<file path="config.mk">
export PLATFORM = sky130hd
export DESIGN_NAME = if_fetch_queue
export DESIGN_NICKNAME = d
export VERILOG_FILES = /design/src/rtl/if_fetch_queue.sv
export SDC_FILE = /design/constraint.sdc
export NUM_CORES = 1
export LEC_CHECK = 0
export BUFFER_PORTS_ARGS = -buffer_cell sky130_fd_sc_hd__buf_2
export CELL_PAD_IN_SITES_DETAIL_PLACEMENT = 0
export CELL_PAD_IN_SITES_GLOBAL_PLACEMENT = 2
export CORE_ASPECT_RATIO = 1.4
export CORE_UTILIZATION = 40
export CTS_BUF_LIST = sky130_fd_sc_hd__clkbuf_8
export DETAILED_ROUTE_END_ITERATION = 16
export HOLD_SLACK_MARGIN = 0.06
export PLACE_DENSITY = 0.84
export RECOVER_POWER = 100
export SLEW_MARGIN = 25
export SYNTH_ARGS = -nofsm -noshare
export SYNTH_HDL_FRONTEND = slang
export SYNTH_SLANG_ARGS = --single-unit
</file>
<file path="constraint.sdc">
create_clock -name clk -period 3.9 [get_ports clk]
set_input_delay 0.585 -clock clk [delete_from_list [all_inputs] [get_ports clk]]
set_output_delay 0.585 -clock clk [all_outputs]
set_load 0.02 [all_outputs]
</file>
<file path="src/rtl/if_fetch_queue.sv">
// Small FIFO used for the fetch address and instruction queues. Storage is zeroed on reset so heads read 0.
// Latency: a push is visible at the head on the next cycle. Push and pop may happen in the same cycle.
// Backpressure: none inside the FIFO. The caller never pushes when full or pops when empty. clr drops every entry.
module fetch_fifo #(
  parameter int W     = 32,
  parameter int DEPTH = 2
) (
  input  logic                   clk,
  input  logic                   rst,
  input  logic                   clr,
  input  logic                   push,
  input  logic [W-1:0]           push_dat,
  input  logic                   pop,
  output logic [W-1:0]           head_dat,
  output logic [$clog2(DEPTH):0] cnt
);
  localparam int AW = $clog2(DEPTH);
  localparam int CW = AW + 1;

  logic [W-1:0]  mem [DEPTH];
  logic [AW-1:0] rd_ptr;
  logic [AW-1:0] wr_ptr;

  always_ff @(posedge clk) begin
    if (rst) begin
      for (int i = 0; i < DEPTH; i++) mem[i] <= '0;
      rd_ptr <= '0;
      wr_ptr <= '0;
      cnt    <= '0;
    end else if (clr) begin
      rd_ptr <= '0;
      wr_ptr <= '0;
      cnt    <= '0;
    end else begin
      if (push) begin
        mem[wr_ptr] <= push_dat;
        wr_ptr      <= wr_ptr + AW'(1);
      end
      if (pop) rd_ptr <= rd_ptr + AW'(1);
      if (push && !pop)      cnt <= cnt + CW'(1);
      else if (pop && !push) cnt <= cnt - CW'(1);
    end
  end

  assign head_dat = mem[rd_ptr];
endmodule

// Instruction fetch: owns the PC, issues in-order imem requests and queues {pc, instr} for decode.
// Latency: a response in cycle N is visible to decode in cycle N+1. Throughput is 1/cycle when memory latency <= DEPTH-1.
// Backpressure: instr_ready low holds the head stable. New requests stop once DEPTH fetches are outstanding or buffered.
module if_fetch_queue #(
  parameter int               WIDTH    = 32,
  parameter logic [WIDTH-1:0] RESET_PC = {WIDTH{1'b0}},
  parameter int               DEPTH    = 2
) (
  input  logic             clk,
  input  logic             rst,
  output logic             imem_req_valid,
  input  logic             imem_req_ready,
  output logic [WIDTH-1:0] imem_req_addr,
  input  logic             imem_rsp_valid,
  input  logic [WIDTH-1:0] imem_rsp_data,
  input  logic             redirect_valid,
  input  logic [WIDTH-1:0] redirect_pc,
  output logic             instr_valid,
  input  logic             instr_ready,
  output logic [WIDTH-1:0] instr_out,
  output logic [WIDTH-1:0] pc_out
);
  localparam int CW = $clog2(DEPTH) + 1;

  typedef enum logic [1:0] {IDLE, RUN, FLUSH} state_t;

  state_t           state, state_nxt;
  logic [WIDTH-1:0] pc, pc_nxt;
  logic [CW-1:0]    drop_cnt, drop_cnt_nxt;
  logic [CW-1:0]    addr_cnt, data_cnt, outstanding, stale_base, stale;
  logic             redir, req_fire, instr_fire, rsp_push;

  assign redir       = redirect_valid && (state != IDLE);
  assign outstanding = addr_cnt - data_cnt;

  assign instr_valid = (data_cnt != '0) && !redirect_valid;
  assign instr_fire  = instr_valid && instr_ready;

  // A pop in the same cycle frees an address slot, which keeps full throughput at DEPTH=2.
  assign imem_req_valid = (state == RUN) && !redirect_valid &&
                          ((addr_cnt != CW'(DEPTH)) || instr_fire);
  assign imem_req_addr  = pc;
  assign req_fire       = imem_req_valid && imem_req_ready;

  // Responses still owed by memory when a redirect lands. The one arriving this cycle is already accounted for.
  assign stale_base = (state == FLUSH) ? drop_cnt : outstanding;
  assign stale      = (imem_rsp_valid && (stale_base != '0)) ? stale_base - CW'(1) : stale_base;

  assign rsp_push = imem_rsp_valid && !redir && (drop_cnt == '0) && (outstanding != '0);

  always_ff @(posedge clk) begin
    if (rst) begin
      state    <= IDLE;
      pc       <= RESET_PC;
      drop_cnt <= '0;
    end else begin
      state    <= state_nxt;
      pc       <= pc_nxt;
      drop_cnt <= drop_cnt_nxt;
    end
  end

  always_comb begin
    state_nxt    = state;
    pc_nxt       = pc;
    drop_cnt_nxt = drop_cnt;
    if (state == IDLE) begin
      state_nxt = RUN;
    end else if (redir) begin
      pc_nxt       = redirect_pc & ~WIDTH'(3);
      drop_cnt_nxt = stale;
      state_nxt    = (stale != '0) ? FLUSH : RUN;
    end else begin
      if (req_fire) pc_nxt = pc + WIDTH'(4);
      if (imem_rsp_valid && (drop_cnt != '0)) drop_cnt_nxt = drop_cnt - CW'(1);
      if ((state == FLUSH) && (drop_cnt_nxt == '0)) state_nxt = RUN;
    end
  end

  fetch_fifo #(.W(WIDTH), .DEPTH(DEPTH)) addr_q (
    .clk      (clk),
    .rst      (rst),
    .clr      (redir),
    .push     (req_fire),
    .push_dat (pc),
    .pop      (instr_fire),
    .head_dat (pc_out),
    .cnt      (addr_cnt)
  );

  fetch_fifo #(.W(WIDTH), .DEPTH(DEPTH)) data_q (
    .clk      (clk),
    .rst      (rst),
    .clr      (redir),
    .push     (rsp_push),
    .push_dat (imem_rsp_data),
    .pop      (instr_fire),
    .head_dat (instr_out),
    .cnt      (data_cnt)
  );

  // A response with nothing outstanding and nothing to drop is a memory protocol error.
  assert property (@(posedge clk) disable iff (rst)
    !(imem_rsp_valid && (outstanding == '0) && (drop_cnt == '0)));
endmodule

</file>
Yosys cells after proc, flatten, opt, wreduce, memory -nomap -nowiden

Memory sizes are Yosys's and may differ from the RTL's. A register that Yosys moved wholly into a read port is not among the register bits.
Cells that the tools add are included.

Mux-type cells: 36
Add/sub/neg operators: 12
Bitwise operators: 1
Equality and inequality tests: 3
Reductions and logical operators: 41

Operator list:

| operator              | number |
|---|---|
| $mux 32               | 4 |
| $reduce_or 32->1      | 2 |
| $add 32x3->32 const B | 1 |
| $mux 2                | 13 |
| $reduce_bool 2->1     | 10 |
| $mux 1                | 19 |
| $logic_and 1x1->1     | 16 |
| $sub 2x1->2 const B   | 4 |
| $logic_not 2->1       | 3 |
| $logic_not 1->1       | 5 |
| $add 1x1->1 const B   | 4 |
| $add 2x1->2 const B   | 2 |
| $reduce_or 2->1       | 2 |
| $reduce_bool 3->1     | 1 |
| $eq 2x1->1 const B    | 1 |
| $eq 2x2->1 const B    | 1 |
| $ne 2x2->1 const B    | 1 |
| $reduce_and 2->1      | 1 |
| $sub 2x2->2           | 1 |
| $logic_or 1x1->1      | 1 |
| $not 1->1             | 1 |

Word-level logic and storage cells: 105
Memories: 2
Bits in writable memories: 128
Bits in registers: 44
Input port bits: 70
Output and inout port bits: 98

Memories:

| name       | depth | width | read ports | clocked after Yosys merged registers in | write ports | RTL line | text |
|---|---|---|---|---|---|---|---|
| addr_q.mem | 2     | 32    | 1          | 1                                       | 2           | 20       | `logic [W-1:0] mem [DEPTH];` |
| data_q.mem | 2     | 32    | 1          | 1                                       | 2           | 20       |  |

Logic depth before layout (Yosys ltp)

Gate-level depths: netlist of the first run.

Depth after elaboration: 12
Gate-level depth with buffers: 10
Depth with buffers taken out: 10

By module

From an unflattened synthesis of the first run, not the netlist that was laid out.

Cell total of the unflattened synthesis: 721
Area, all modules: 8464.4 um2

Modules (own cells, without submodules):

| module               | area an instance (um2) | cells each | sequential area each (um2) | times used |
|---|---|---|---|---|
| fetch_fifo at addr_q | 3066.7                 | 201        | 2021.9                     | 1 |
| fetch_fifo at data_q | 3021.6                 | 202        | 2021.9                     | 1 |
| if_fetch_queue       | 2376.0                 | 318        | 680.7                      | 1 |

Worst setup path before layout of the first run

Ideal clock, no wire load.

Path type: input -> register
Start point: in redirect_valid
End point: mem addr_q.mem[1][10] (enable)
Setup time: 325 ps
Path buffers: 1
Arrival time: 2126 ps
Stages on the path: 6
Required time: 3575 ps
Path slack: 1450 ps
Cell sequence: o21ba_2 > a211o_2 > and2_1 > buf_2 > and4_1 > or2_2

RTL lines:

| what        | RTL line | text |
|---|---|---|
| from (decl) | 63       | `input logic redirect_valid,` |
| to (decl)   | 20       |  |

==> results of run 1 <==
## kinds of logic after synthesis
group                    Yosys count  share of synthesized area
AO/OA/AOI/OAI                    118                     0.0978
XOR/XNOR                          11                     0.0138
adder cells (fa/ha/maj)            6                    0.00931
buffers and inverters             58                     0.0335
flip-flops                       168                      0.571
multiplexers                      65                     0.0903
other                              1                   0.000465
AND/OR/NAND/NOR                  257                      0.183
## layout by cell type, fill, tap and decap left out, types with 17 or more instances in the layout
| cell type | n |
|---|---|
| sky130_fd_sc_hd__and2_0 | 72 |
| sky130_fd_sc_hd__clkbuf_1 | 93 |
| sky130_fd_sc_hd__edfxtp_1 | 124 |
| sky130_fd_sc_hd__clkbuf_8 | 17 |
| sky130_fd_sc_hd__nand2_1 | 39 |
| sky130_fd_sc_hd__o21ai_0 | 27 |
| sky130_fd_sc_hd__dfxtp_1 | 44 |
| sky130_fd_sc_hd__and2_1 | 57 |
| sky130_fd_sc_hd__a21oi_1 | 28 |
| sky130_fd_sc_hd__mux2_2 | 60 |
| sky130_fd_sc_hd__buf_2 | 73 |
| sky130_fd_sc_hd__nor2_1 | 25 |
## routing by layer
layer  vias up  part of all wire  track usage
li1       2785                 -            -
met1      2791              0.40        0.223
met2       196              0.52        0.350
met3        24             0.062       0.0409
met4         2             0.017       0.0660
met5         -           0.00051            0
## state kept, by name, summed over array words and instances, names as in the netlist, named ones only
register	flops
data_q.mem	64
addr_q.wr_ptr	1
imem_req_addr	30
state	2
drop_cnt	2
data_q.cnt	2
data_q.rd_ptr	1
data_q.wr_ptr	1
addr_q.rd_ptr	1
addr_q.cnt	2
addr_q.mem	60
## area by class of cell
type | instances | area [sq um] | area share
sequential | 168 | 4600 | 0.493
multi-input combinational | 461 | 3200 | 0.342
timing repair buffer | 176 | 797 | 0.0854
tap | 252 | 315 | 0.0338
clock buffer | 17 | 234 | 0.0251
clock inverter | 15 | 141 | 0.0151
inverter | 12 | 45.0 | 0.00483
## power by group
part           internal (mW)  total, mW  switching, mW  leakage, nW
combinational          0.578       1.63           1.05         1.61
clock                  0.517       1.19          0.675        0.185
sequential              2.20       2.38          0.173         1.65
## path summary, 6_finish.rpt
path                   from                end  slack (ns)  cells after the start
max                state[0]  addr_q.mem[0][10]        0.93                      7
min reg2reg   addr_q.cnt[1]      addr_q.cnt[1]        0.51                      2
min          redirect_pc[3]   imem_req_addr[3]        0.39                      3
max reg2reg        state[0]  addr_q.mem[0][10]        0.93                      7
## stage by stage
stage               worst slack (ns)   util  power [mW]  area (sq um)
floorplan                       1.45      -        3.58          8070
global placement                1.17  0.460        4.07          9100
detailed placement              1.16  0.460        4.13          9100
CTS                             1.42  0.479        5.33          9480
global route                   0.688  0.472        5.50          9330
finish                         0.929  0.472        5.20          9330
## worst max-delay path: cells and delay by family (launching register included)
| kind | cells | cell delay [ns] |
|---|---|---|
| buf+inv | 2 | 0.63 |
| flops | 1 | 0.48 |
| simple gates | 5 | 1.55 |
==> flow_results.xml, run 1 <==
<?xml version="1.0" encoding="UTF-8"?>
<metrics>
  <group name="power">
    <metric name="power_leakage" unit="nW">3.44</metric>
    <metric name="worst_ir_drop_vdd" unit="mV">0.217</metric>
    <metric name="power_density" unit="mW/mm^2">557</metric>
  </group>
  <group name="detailed_routing">
    <metric name="detail_route.iter0.violations" unit="">418</metric>
    <metric name="drcViolationCount" unit="">0</metric>
    <metric name="firstDrtPassIters" unit="">5</metric>
    <metric name="routed_wirelength" unit="mm">19.7</metric>
    <metric name="via_count" unit="">5798</metric>
    <metric name="drt-wirelength-per-cell" unit="microns">17.9</metric>
    <metric name="antenna_left" unit="">0</metric>
    <metric name="post_drt_via_cell_ratio" unit="">5.27</metric>
  </group>
  <group name="clock_tree">
    <metric name="ctsLongestPathBuffers" unit="">2</metric>
    <metric name="cts_buffers" unit="">17</metric>
    <metric name="cts.clk_slew.worst_paths" unit="ns">0.09</metric>
    <metric name="h-tree-depth" unit="">4</metric>
    <metric name="cts_post_setup_buffers_inserted" unit="">0</metric>
    <metric name="tritoncts" unit="">done</metric>
    <metric name="ctsHoldBuffers" unit="">0</metric>
    <metric name="clkLatencyLatePin" unit="ns">0.46</metric>
    <metric name="cell_at_the_root_of_the_clock_tree" unit="">sky130_fd_sc_hd__clkbuf_8</metric>
    <metric name="clkSinkCount" unit="">168</metric>
    <metric name="ctsResizeCount" unit="">0</metric>
  </group>
  <group name="floorplan">
    <metric name="die-width" unit="microns">122</metric>
    <metric name="ioPinCount" unit="">168</metric>
    <metric name="floorplan.rows" unit="">61</metric>
    <metric name="die_height" unit="microns">170</metric>
    <metric name="core" unit="sq mm">0.0198</metric>
    <metric name="floorplan.initialDensity" unit="">0.408</metric>
    <metric name="design.die.area" unit="sq mm">0.0207</metric>
  </group>
  <group name="synthesis">
    <metric name="synthFlopType" unit="">sky130_fd_sc_hd__edfxtp_1</metric>
    <metric name="synth_seq_area_share" unit="">0.571</metric>
    <metric name="netlist_instances" unit="">684</metric>
    <metric name="ys_types" unit="">65</metric>
    <metric name="leading_cell_type_by_number_of_instances_after_synthesis" unit="">sky130_fd_sc_hd__and2_1</metric>
    <metric name="ys.warnings.count" unit="">0</metric>
    <metric name="synth_top_area_share" unit="">0.462</metric>
    <metric name="syn_area" unit="sq mm">0.00806</metric>
    <metric name="synth.top_cells.by_area" unit="">sky130_fd_sc_hd__edfxtp_1, sky130_fd_sc_hd__dfxtp_1, sky130_fd_sc_hd__and2_1</metric>
    <metric name="async_flop_share" unit="">0</metric>
    <metric name="syn_avg_cell_area" unit="sq um">11.8</metric>
    <metric name="netlist_top_cells_count" unit="">sky130_fd_sc_hd__and2_1, sky130_fd_sc_hd__edfxtp_1, sky130_fd_sc_hd__mux2_2, sky130_fd_sc_hd__dfxtp_1, sky130_fd_sc_hd__nand2_1</metric>
    <metric name="synth_edf_count" unit="">124</metric>
    <metric name="yosys.area.top_type" unit="">sky130_fd_sc_hd__edfxtp_1</metric>
    <metric name="ys_ff_latch" unit="">168</metric>
  </group>
  <group name="sta">
    <metric name="timing_max_transition_violations_final" unit="">40</metric>
    <metric name="max_slew_margin" unit="">-0.156</metric>
    <metric name="fin_hold_ws" unit="ns">0.387</metric>
    <metric name="timing.final.crit_share" unit="">0.762</metric>
    <metric name="clock-skew-final" unit="ns">0.0159</metric>
    <metric name="clock.fmax" unit="GHz">0.337</metric>
    <metric name="finalSetupTns" unit="ns">0</metric>
    <metric name="rsz0062_at_grt" unit="">no</metric>
    <metric name="tightest_slew" unit="ns">1.73</metric>
    <metric name="finalHoldViolations" unit="">0</metric>
    <metric name="setup_viol" unit="">0</metric>
    <metric name="final.min_clock_period" unit="ns">2.97</metric>
  </group>
  <group name="place">
    <metric name="port_buffers" unit="">161</metric>
    <metric name="dpl.hpwl" unit="mm">13.6</metric>
    <metric name="gp_routability_congestion" unit="">0.796</metric>
    <metric name="placed_cells_incl_taps" unit="">1069</metric>
  </group>
  <group name="critical_path">
    <metric name="critPathLaunchType" unit="">flop</metric>
    <metric name="cp.required" unit="ns">4.06</metric>
    <metric name="worst_setup_path_end_kind" unit="">flop</metric>
    <metric name="timing.critical_path.slowest_cell_delay" unit="ns">0.60</metric>
    <metric name="critical_path_arrival" unit="ns">3.13</metric>
    <metric name="worst-setup-path-type" unit="">flop to flop</metric>
    <metric name="critical_path_slowest_stage_cell" unit="">sky130_fd_sc_hd__or2_0</metric>
    <metric name="critical_path.cell_chain" unit="">nor2_1 -&gt; nor3_1 -&gt; nand2_1 -&gt; clkbuf_1 -&gt; nor4_1 -&gt; or2_0 -&gt; buf_12</metric>
    <metric name="critPathMaxFanout" unit="">24</metric>
  </group>
  <group name="grt">
    <metric name="first_global_vias" unit="">5927</metric>
    <metric name="grt.total_usage" unit="">0.194</metric>
    <metric name="grt_antenna_before_repair" unit="">1</metric>
    <metric name="grt_first_pass_wirelength" unit="mm">30.4</metric>
    <metric name="grt_max_degree" unit="">42</metric>
    <metric name="grt_overflow_total" unit="">0</metric>
  </group>
  <group name="hold_path">
    <metric name="worstHoldPathType" unit="">input port to flop</metric>
  </group>
  <group name="layout">
    <metric name="synthToLayoutAreaGrowth" unit="%">15.8</metric>
    <metric name="n_fill_cell" unit="">1884</metric>
    <metric name="num_antenna_cells" unit="">0</metric>
    <metric name="final_cells" unit="">1101</metric>
    <metric name="nets" unit="">912</metric>
    <metric name="layout-drive-gt1-share" unit="">0.223</metric>
  </group>
  <group name="run_status">
    <metric name="failing_checks" unit="">capacitance limit, slew limit</metric>
    <metric name="status" unit="">complete, but fails checks</metric>
  </group>
  <group name="run">
    <metric name="maxCapViolations" unit="">1</metric>
  </group>
</metrics>
(Power assumes the default switching activity.)
==> inputs of run 2 (changes only) <==
Settings changed: CORE_UTILIZATION 40 to 37, PLACE_DENSITY 0.84 to 0.78.
Clock period 3.9 ns to 2.9 ns, I/O delays scaled along.
==> run 2 against run 1 <==
Effect of this change: the run now ends clean; clock power up 40%; clock skew is 0.00077 ns lower; non-clock buffer count grew 2; combinational power up 34%; final area up 0.63%; core utilization shrank 3.1 points; largest cell class unchanged; largest power group unchanged.
==> flow_results.xml, run 2 (same netlist as run 1, synthesis figures left out) <==
<?xml version="1.0" encoding="UTF-8"?>
<metrics>
  <group name="run_status">
    <metric name="status" unit="">finished clean</metric>
  </group>
  <group name="critical_path">
    <metric name="timing.rr.end" unit="">data_q.mem[1][10]</metric>
    <metric name="worst_setup_path_end_kind" unit="">flop</metric>
    <metric name="timing.rr.start" unit="">addr_q.cnt[0]</metric>
    <metric name="critical_path_arrival" unit="ns">2.84</metric>
    <metric name="worst-setup-path-type" unit="">flop to flop</metric>
    <metric name="critPathMaxFanout" unit="">32</metric>
    <metric name="critical_path_slowest_stage_cell" unit="">sky130_fd_sc_hd__and3_1</metric>
    <metric name="critPathLaunchType" unit="">flop</metric>
    <metric name="cp.required" unit="ns">3.23</metric>
    <metric name="timing.critical_path.slowest_cell_delay" unit="ns">0.87</metric>
    <metric name="critical_path.cell_chain" unit="">inv_1 -&gt; ha_1 -&gt; xor3_1 -&gt; o2111a_1 -&gt; and3_1 -&gt; and2_0</metric>
    <metric name="r2r_setup_slack" unit="ns">0.38</metric>
    <metric name="timing.reg2reg.worst_path_depth" unit="">6</metric>
  </group>
  <group name="layout">
    <metric name="mostFrequentLayoutCells" unit="">sky130_fd_sc_hd__edfxtp_1, sky130_fd_sc_hd__clkbuf_1, sky130_fd_sc_hd__and2_1</metric>
    <metric name="seqCellArea" unit="sq mm">0.00460</metric>
    <metric name="synthToLayoutAreaGrowth" unit="%">16.5</metric>
    <metric name="layout-drive-gt1-share" unit="">0.231</metric>
    <metric name="mostFrequentLayoutCell" unit="">sky130_fd_sc_hd__edfxtp_1</metric>
    <metric name="n_fill_cell" unit="">2040</metric>
    <metric name="nets" unit="">914</metric>
    <metric name="largest-register" unit="">data_q.mem</metric>
    <metric name="post_route_utilization" unit="">0.441</metric>
    <metric name="flip_flop_count_of_the_largest_register_all_copies_and_words_added" unit="">64</metric>
    <metric name="multi_input_logic_area" unit="sq mm">0.00320</metric>
    <metric name="num_antenna_cells" unit="">0</metric>
  </group>
  <group name="power">
    <metric name="worst_ir_drop_vdd" unit="mV">0.340</metric>
    <metric name="power" unit="mW">7.06</metric>
    <metric name="power_leakage" unit="nW">3.51</metric>
    <metric name="power_density" unit="mW/mm^2">752</metric>
  </group>
  <group name="sta">
    <metric name="clock-skew-final" unit="ns">0.0152</metric>
    <metric name="finalHoldViolations" unit="">0</metric>
    <metric name="max_slew_margin" unit="">0.324</metric>
    <metric name="clock.fmax" unit="GHz">0.397</metric>
    <metric name="fin_hold_ws" unit="ns">0.247</metric>
    <metric name="tightest_slew" unit="ns">1.01</metric>
    <metric name="setup_viol" unit="">0</metric>
    <metric name="finalSetupTns" unit="ns">0</metric>
    <metric name="rsz0062_at_grt" unit="">no</metric>
    <metric name="timing_max_transition_violations_final" unit="">0</metric>
    <metric name="final.min_clock_period" unit="ns">2.52</metric>
    <metric name="final.setup.worst_slack" unit="ns">0.381</metric>
    <metric name="timing.final.crit_share" unit="">0.868</metric>
  </group>
  <group name="floorplan">
    <metric name="die_height" unit="microns">177</metric>
    <metric name="die-width" unit="microns">127</metric>
    <metric name="floorplan.initialDensity" unit="">0.379</metric>
    <metric name="ioPinCount" unit="">168</metric>
    <metric name="floorplan.rows" unit="">63</metric>
    <metric name="design.die.area" unit="sq mm">0.0224</metric>
    <metric name="core" unit="sq mm">0.0213</metric>
  </group>
  <group name="hold_path">
    <metric name="min_to" unit="">data_q.mem[1][22]</metric>
    <metric name="worst_hold_path_startpoint" unit="">imem_rsp_data[22]</metric>
    <metric name="worst_hold_path.num_cells" unit="">2</metric>
    <metric name="worstHoldPathType" unit="">input port to flop</metric>
  </group>
  <group name="grt">
    <metric name="grt.total_usage" unit="">0.180</metric>
    <metric name="grt_overflow_total" unit="">0</metric>
    <metric name="grt_max_degree" unit="">42</metric>
    <metric name="first_global_vias" unit="">5724</metric>
    <metric name="grt_antenna_before_repair" unit="">0</metric>
    <metric name="grt_first_pass_wirelength" unit="mm">30.6</metric>
  </group>
  <group name="detailed_routing">
    <metric name="routed_wirelength" unit="mm">20.2</metric>
    <metric name="firstDrtPassIters" unit="">8</metric>
    <metric name="post_drt_via_cell_ratio" unit="">5.34</metric>
    <metric name="drcViolationCount" unit="">0</metric>
    <metric name="antenna_left" unit="">0</metric>
    <metric name="drt-wirelength-per-cell" unit="microns">18.2</metric>
    <metric name="detail_route.iter0.violations" unit="">310</metric>
    <metric name="via_count" unit="">5938</metric>
  </group>
  <group name="clock_tree">
    <metric name="cell_at_the_root_of_the_clock_tree" unit="">sky130_fd_sc_hd__clkbuf_8</metric>
    <metric name="ctsResizeCount" unit="">0</metric>
    <metric name="cts_buffers" unit="">17</metric>
    <metric name="cts_post_setup_buffers_inserted" unit="">0</metric>
    <metric name="clkSinkCount" unit="">168</metric>
    <metric name="cts.clk_slew.worst_paths" unit="ns">0.11</metric>
    <metric name="h-tree-depth" unit="">4</metric>
    <metric name="clkLatencyLatePin" unit="ns">0.47</metric>
    <metric name="ctsHoldBuffers" unit="">0</metric>
    <metric name="ctsLongestPathBuffers" unit="">2</metric>
    <metric name="tritoncts" unit="">done</metric>
  </group>
  <group name="run">
    <metric name="maxCapViolations" unit="">0</metric>
  </group>
  <group name="place">
    <metric name="gp_routability_congestion" unit="">0.769</metric>
    <metric name="dpl.hpwl" unit="mm">13.9</metric>
    <metric name="port_buffers" unit="">161</metric>
    <metric name="placement.setup.worst_slack" unit="ns">0.275</metric>
  </group>
</metrics>
run 2: cell count changes in the layout (fill, tap and decap cells not counted), sizes merged:
cell	change
clkinvlp	-2
clkbuf	+4
inv	+1
buf	-2
bufinv	-1
clkinv	+2
run 2: cell type report:
cell class	count	share of cell area
sequential	168	0.490
clock inverter	15	0.0189
timing repair buffer	178	0.0862
inverter	12	0.00480
multi-input combinational	461	0.340
clock buffer	17	0.0249
tap	260	0.0346
run 2: report_power, final:
group          leakage [nW]  internal, mW  total [mW]  switching [mW]
registers              1.65          2.96        3.19           0.230
logic                  1.66         0.770        2.19            1.43
clock network         0.203         0.659        1.67            1.01
total                  3.51          4.39        7.06            2.67
run 2: worst max-delay path by stage:
stage                         from           endpoint
floorplan           redirect_valid  addr_q.mem[1][10]
global placement    redirect_valid  addr_q.mem[1][12]
global route              state[0]  imem_req_addr[14]
finish               addr_q.cnt[0]  data_q.mem[1][10]
detailed placement  redirect_valid  addr_q.mem[1][15]
CTS                  addr_q.cnt[0]  data_q.mem[1][10]
run 2: through the flow:
step                cells  cell area, sq um
finish               1111              9390
global route         1111              9390
CTS                  1111              9540
detailed placement   1079              9130
global placement     1079              9130
floorplan             687              8070
run 2: layer usage:
layer  vias to the layer above  part of all wire  global-route usage
met2                       212              0.51               0.322
met4                         0             0.025              0.0709
li1                       2804                 -                   -
met3                        34             0.058              0.0423
met5                         -                 0                   0
met1                      2888              0.41               0.208
run 2: worst max-delay path: cells and delay by family (launching register included):
| kind | cells | cell delay, ns |
|---|---|---|
| xor gates and xnor gates | 1 | 0.25 |
| and+or+nand+nor | 2 | 1.11 |
| buffers and inverters | 1 | 0.06 |
| AOI/OAI and AO/OA | 1 | 0.33 |
| adders and majority gates | 1 | 0.20 |
| DFF | 1 | 0.41 |
==> inputs of run 3 (changes only) <==
Settings changed: PLACE_DENSITY 0.78 to unset, PLACE_DENSITY_LB_ADDON set to 0.1.
==> run 3 against run 2 <==
Effect of this change: critical path depth stayed put; sequential share of layout area is 0.072 points lower; count of clock-buffer cells in the layout rose by 2; clock skew down 0.0043 ns; final area rose by 0.15%; setup slack lost 0.033 ns; core utilization grew 0.065 points; fmax is 1.3% lower; first-iteration DRC count increased by 21%; largest cell class unchanged; largest power group unchanged.
==> flow_results.xml, run 3 (same netlist as run 1, synthesis figures left out) <==
<?xml version="1.0" encoding="UTF-8"?>
<metrics>
  <group name="sta">
    <metric name="tightest_slew" unit="ns">1.00</metric>
    <metric name="finalHoldViolations" unit="">0</metric>
    <metric name="finalSetupTns" unit="ns">0</metric>
    <metric name="timing.final.crit_share" unit="">0.880</metric>
    <metric name="clock-skew-final" unit="ns">0.0109</metric>
    <metric name="timing_max_transition_violations_final" unit="">0</metric>
    <metric name="rsz0062_at_grt" unit="">no</metric>
    <metric name="clock.fmax" unit="GHz">0.392</metric>
    <metric name="final.min_clock_period" unit="ns">2.55</metric>
    <metric name="setup_viol" unit="">0</metric>
    <metric name="max_slew_margin" unit="">0.331</metric>
  </group>
  <group name="critical_path">
    <metric name="cp.required" unit="ns">3.03</metric>
    <metric name="r2r_setup_slack" unit="ns">0.35</metric>
    <metric name="critical_path.cell_chain" unit="">nor2_1 -&gt; nor3_1 -&gt; nand2_1 -&gt; nor4_1 -&gt; or2_2 -&gt; clkbuf_4</metric>
    <metric name="critical_path_arrival" unit="ns">2.68</metric>
    <metric name="worst_setup_path_end_kind" unit="">flop</metric>
    <metric name="timing.reg2reg.worst_path_depth" unit="">6</metric>
    <metric name="timing.rr.end" unit="">addr_q.mem[0][18]</metric>
    <metric name="timing.critical_path.slowest_cell_delay" unit="ns">0.49</metric>
    <metric name="worst-setup-path-type" unit="">flop to flop</metric>
    <metric name="critPathLaunchType" unit="">flop</metric>
    <metric name="timing.critical_path.buf_inv" unit="">1</metric>
    <metric name="critPathMaxFanout" unit="">19</metric>
    <metric name="critical_path.top_delay_family" unit="">simple AND/OR/NAND/NOR gates</metric>
    <metric name="timing.rr.start" unit="">state[0]</metric>
    <metric name="critical_path_slowest_stage_cell" unit="">sky130_fd_sc_hd__dfxtp_1</metric>
  </group>
  <group name="layout">
    <metric name="final_cells" unit="">1111</metric>
    <metric name="mostFrequentLayoutCell" unit="">sky130_fd_sc_hd__edfxtp_1</metric>
    <metric name="seqCellArea" unit="sq mm">0.00460</metric>
    <metric name="nets" unit="">914</metric>
    <metric name="num_antenna_cells" unit="">0</metric>
    <metric name="synthToLayoutAreaGrowth" unit="%">16.7</metric>
    <metric name="multi_input_logic_area" unit="sq mm">0.00320</metric>
    <metric name="largest-register" unit="">data_q.mem</metric>
    <metric name="post_route_utilization" unit="">0.442</metric>
    <metric name="mostFrequentLayoutCells" unit="">sky130_fd_sc_hd__edfxtp_1, sky130_fd_sc_hd__clkbuf_1, sky130_fd_sc_hd__and2_1</metric>
    <metric name="design_area" unit="sq mm">0.00941</metric>
    <metric name="n_fill_cell" unit="">2100</metric>
    <metric name="layout-drive-gt1-share" unit="">0.229</metric>
    <metric name="flip_flop_count_of_the_largest_register_all_copies_and_words_added" unit="">64</metric>
  </group>
  <group name="detailed_routing">
    <metric name="via_count" unit="">5692</metric>
    <metric name="drt-wirelength-per-cell" unit="microns">17.9</metric>
    <metric name="drcViolationCount" unit="">0</metric>
    <metric name="detail_route.iter0.violations" unit="">375</metric>
    <metric name="firstDrtPassIters" unit="">5</metric>
    <metric name="post_drt_via_cell_ratio" unit="">5.12</metric>
    <metric name="routed_wirelength" unit="mm">19.9</metric>
    <metric name="antenna_left" unit="">0</metric>
  </group>
  <group name="power">
    <metric name="switching_share" unit="">0.345</metric>
    <metric name="total_switching_power" unit="mW">2.48</metric>
    <metric name="power_report.internal_total" unit="mW">4.71</metric>
    <metric name="power_density" unit="mW/mm^2">764</metric>
    <metric name="power.clock.fraction" unit="">0.254</metric>
    <metric name="power_leakage" unit="nW">3.51</metric>
    <metric name="seq_power_share" unit="">0.444</metric>
    <metric name="comb_power_share" unit="">0.302</metric>
    <metric name="worst_ir_drop_vdd" unit="mV">0.317</metric>
  </group>
  <group name="floorplan">
    <metric name="ioPinCount" unit="">168</metric>
    <metric name="die_height" unit="microns">177</metric>
    <metric name="floorplan.rows" unit="">63</metric>
    <metric name="floorplan.initialDensity" unit="">0.379</metric>
    <metric name="core" unit="sq mm">0.0213</metric>
    <metric name="die-width" unit="microns">127</metric>
    <metric name="design.die.area" unit="sq mm">0.0224</metric>
  </group>
  <group name="place">
    <metric name="gp_routability_congestion" unit="">0.803</metric>
    <metric name="dpl.hpwl" unit="mm">13.6</metric>
    <metric name="placed_cells_incl_taps" unit="">1079</metric>
    <metric name="dpl_cell_area" unit="sq mm">0.00913</metric>
    <metric name="port_buffers" unit="">161</metric>
  </group>
  <group name="grt">
    <metric name="grt_first_pass_wirelength" unit="mm">31.1</metric>
    <metric name="first_global_vias" unit="">5751</metric>
    <metric name="grt_max_degree" unit="">42</metric>
    <metric name="grt_overflow_total" unit="">0</metric>
    <metric name="grt.total_usage" unit="">0.183</metric>
    <metric name="grt_antenna_before_repair" unit="">1</metric>
  </group>
  <group name="clock_tree">
    <metric name="clkLatencyLatePin" unit="ns">0.45</metric>
    <metric name="tritoncts" unit="">done</metric>
    <metric name="ctsResizeCount" unit="">0</metric>
    <metric name="cell_at_the_root_of_the_clock_tree" unit="">sky130_fd_sc_hd__clkbuf_8</metric>
    <metric name="cts_post_setup_buffers_inserted" unit="">0</metric>
    <metric name="h-tree-depth" unit="">4</metric>
    <metric name="clkSinkCount" unit="">168</metric>
    <metric name="ctsHoldBuffers" unit="">0</metric>
    <metric name="ctsLongestPathBuffers" unit="">2</metric>
    <metric name="cts_buffers" unit="">17</metric>
    <metric name="cts.clk_slew.worst_paths" unit="ns">0.09</metric>
  </group>
  <group name="hold_path">
    <metric name="min_to" unit="">imem_req_addr[3]</metric>
    <metric name="worst_hold_path_startpoint" unit="">redirect_pc[3]</metric>
    <metric name="worstHoldPathType" unit="">input port to flop</metric>
    <metric name="worst_hold_path.num_cells" unit="">3</metric>
  </group>
  <group name="run_status">
    <metric name="status" unit="">finished clean</metric>
  </group>
  <group name="run">
    <metric name="maxCapViolations" unit="">0</metric>
  </group>
</metrics>
[run 3: worst max-delay path by stage]
stage | from | endpoint | cells after the start
floorplan | redirect_valid | addr_q.mem[1][10] | 6
global placement | redirect_valid | addr_q.mem[1][17] | 6
detailed placement | redirect_valid | addr_q.mem[1][11] | 6
CTS | addr_q.cnt[0] | data_q.mem[0][31] | 6
global route | state[0] | addr_q.mem[0][18] | 6
finish | state[0] | addr_q.mem[0][18] | 6
[run 3: cell type report]
class                      instances  share of cell area
timing repair buffer             178              0.0845
sequential                       168               0.489
tap                              260              0.0346
clock inverter                    13              0.0190
multi-input combinational        461               0.340
inverter                          12             0.00479
clock buffer                      19              0.0278
[run 3: routing by layer]
metal  share of wire  GRT usage  wire length [microns]
met1            0.41      0.206                   8200
met5         0.00065          0                     13
met2            0.52      0.329                  10300
met3           0.054     0.0487                   1080
met4           0.016     0.0709                    312
[run 3: power groups by stage]
stage	registers [mW]	clock network [mW]	logic [mW]
6_report	3.19	1.82	2.17
3_5_place_dp	3.25	0	2.29
4_1_cts	3.19	1.90	2.30
2_1_floorplan	3.24	0	1.57
3_3_place_gp	3.23	0	2.26
5_1_grt	3.24	1.98	2.37
[run 3: metrics by stage]
step                setup WS, ns  hold WS, ns  power, mW
floorplan                  0.600        0.472       4.81
global placement           0.312        0.487       5.49
detailed placement         0.279        0.498       5.54
CTS                        0.270        0.191       7.39
global route              0.0537        0.219       7.59
finish                     0.349        0.246       7.19
[run 3: tightest hold or removal path: stages]
cell and delay [ns]:
sky130_fd_sc_hd__buf_2 0.10, sky130_fd_sc_hd__nand2_1 0.05, sky130_fd_sc_hd__a311oi_1 0.08
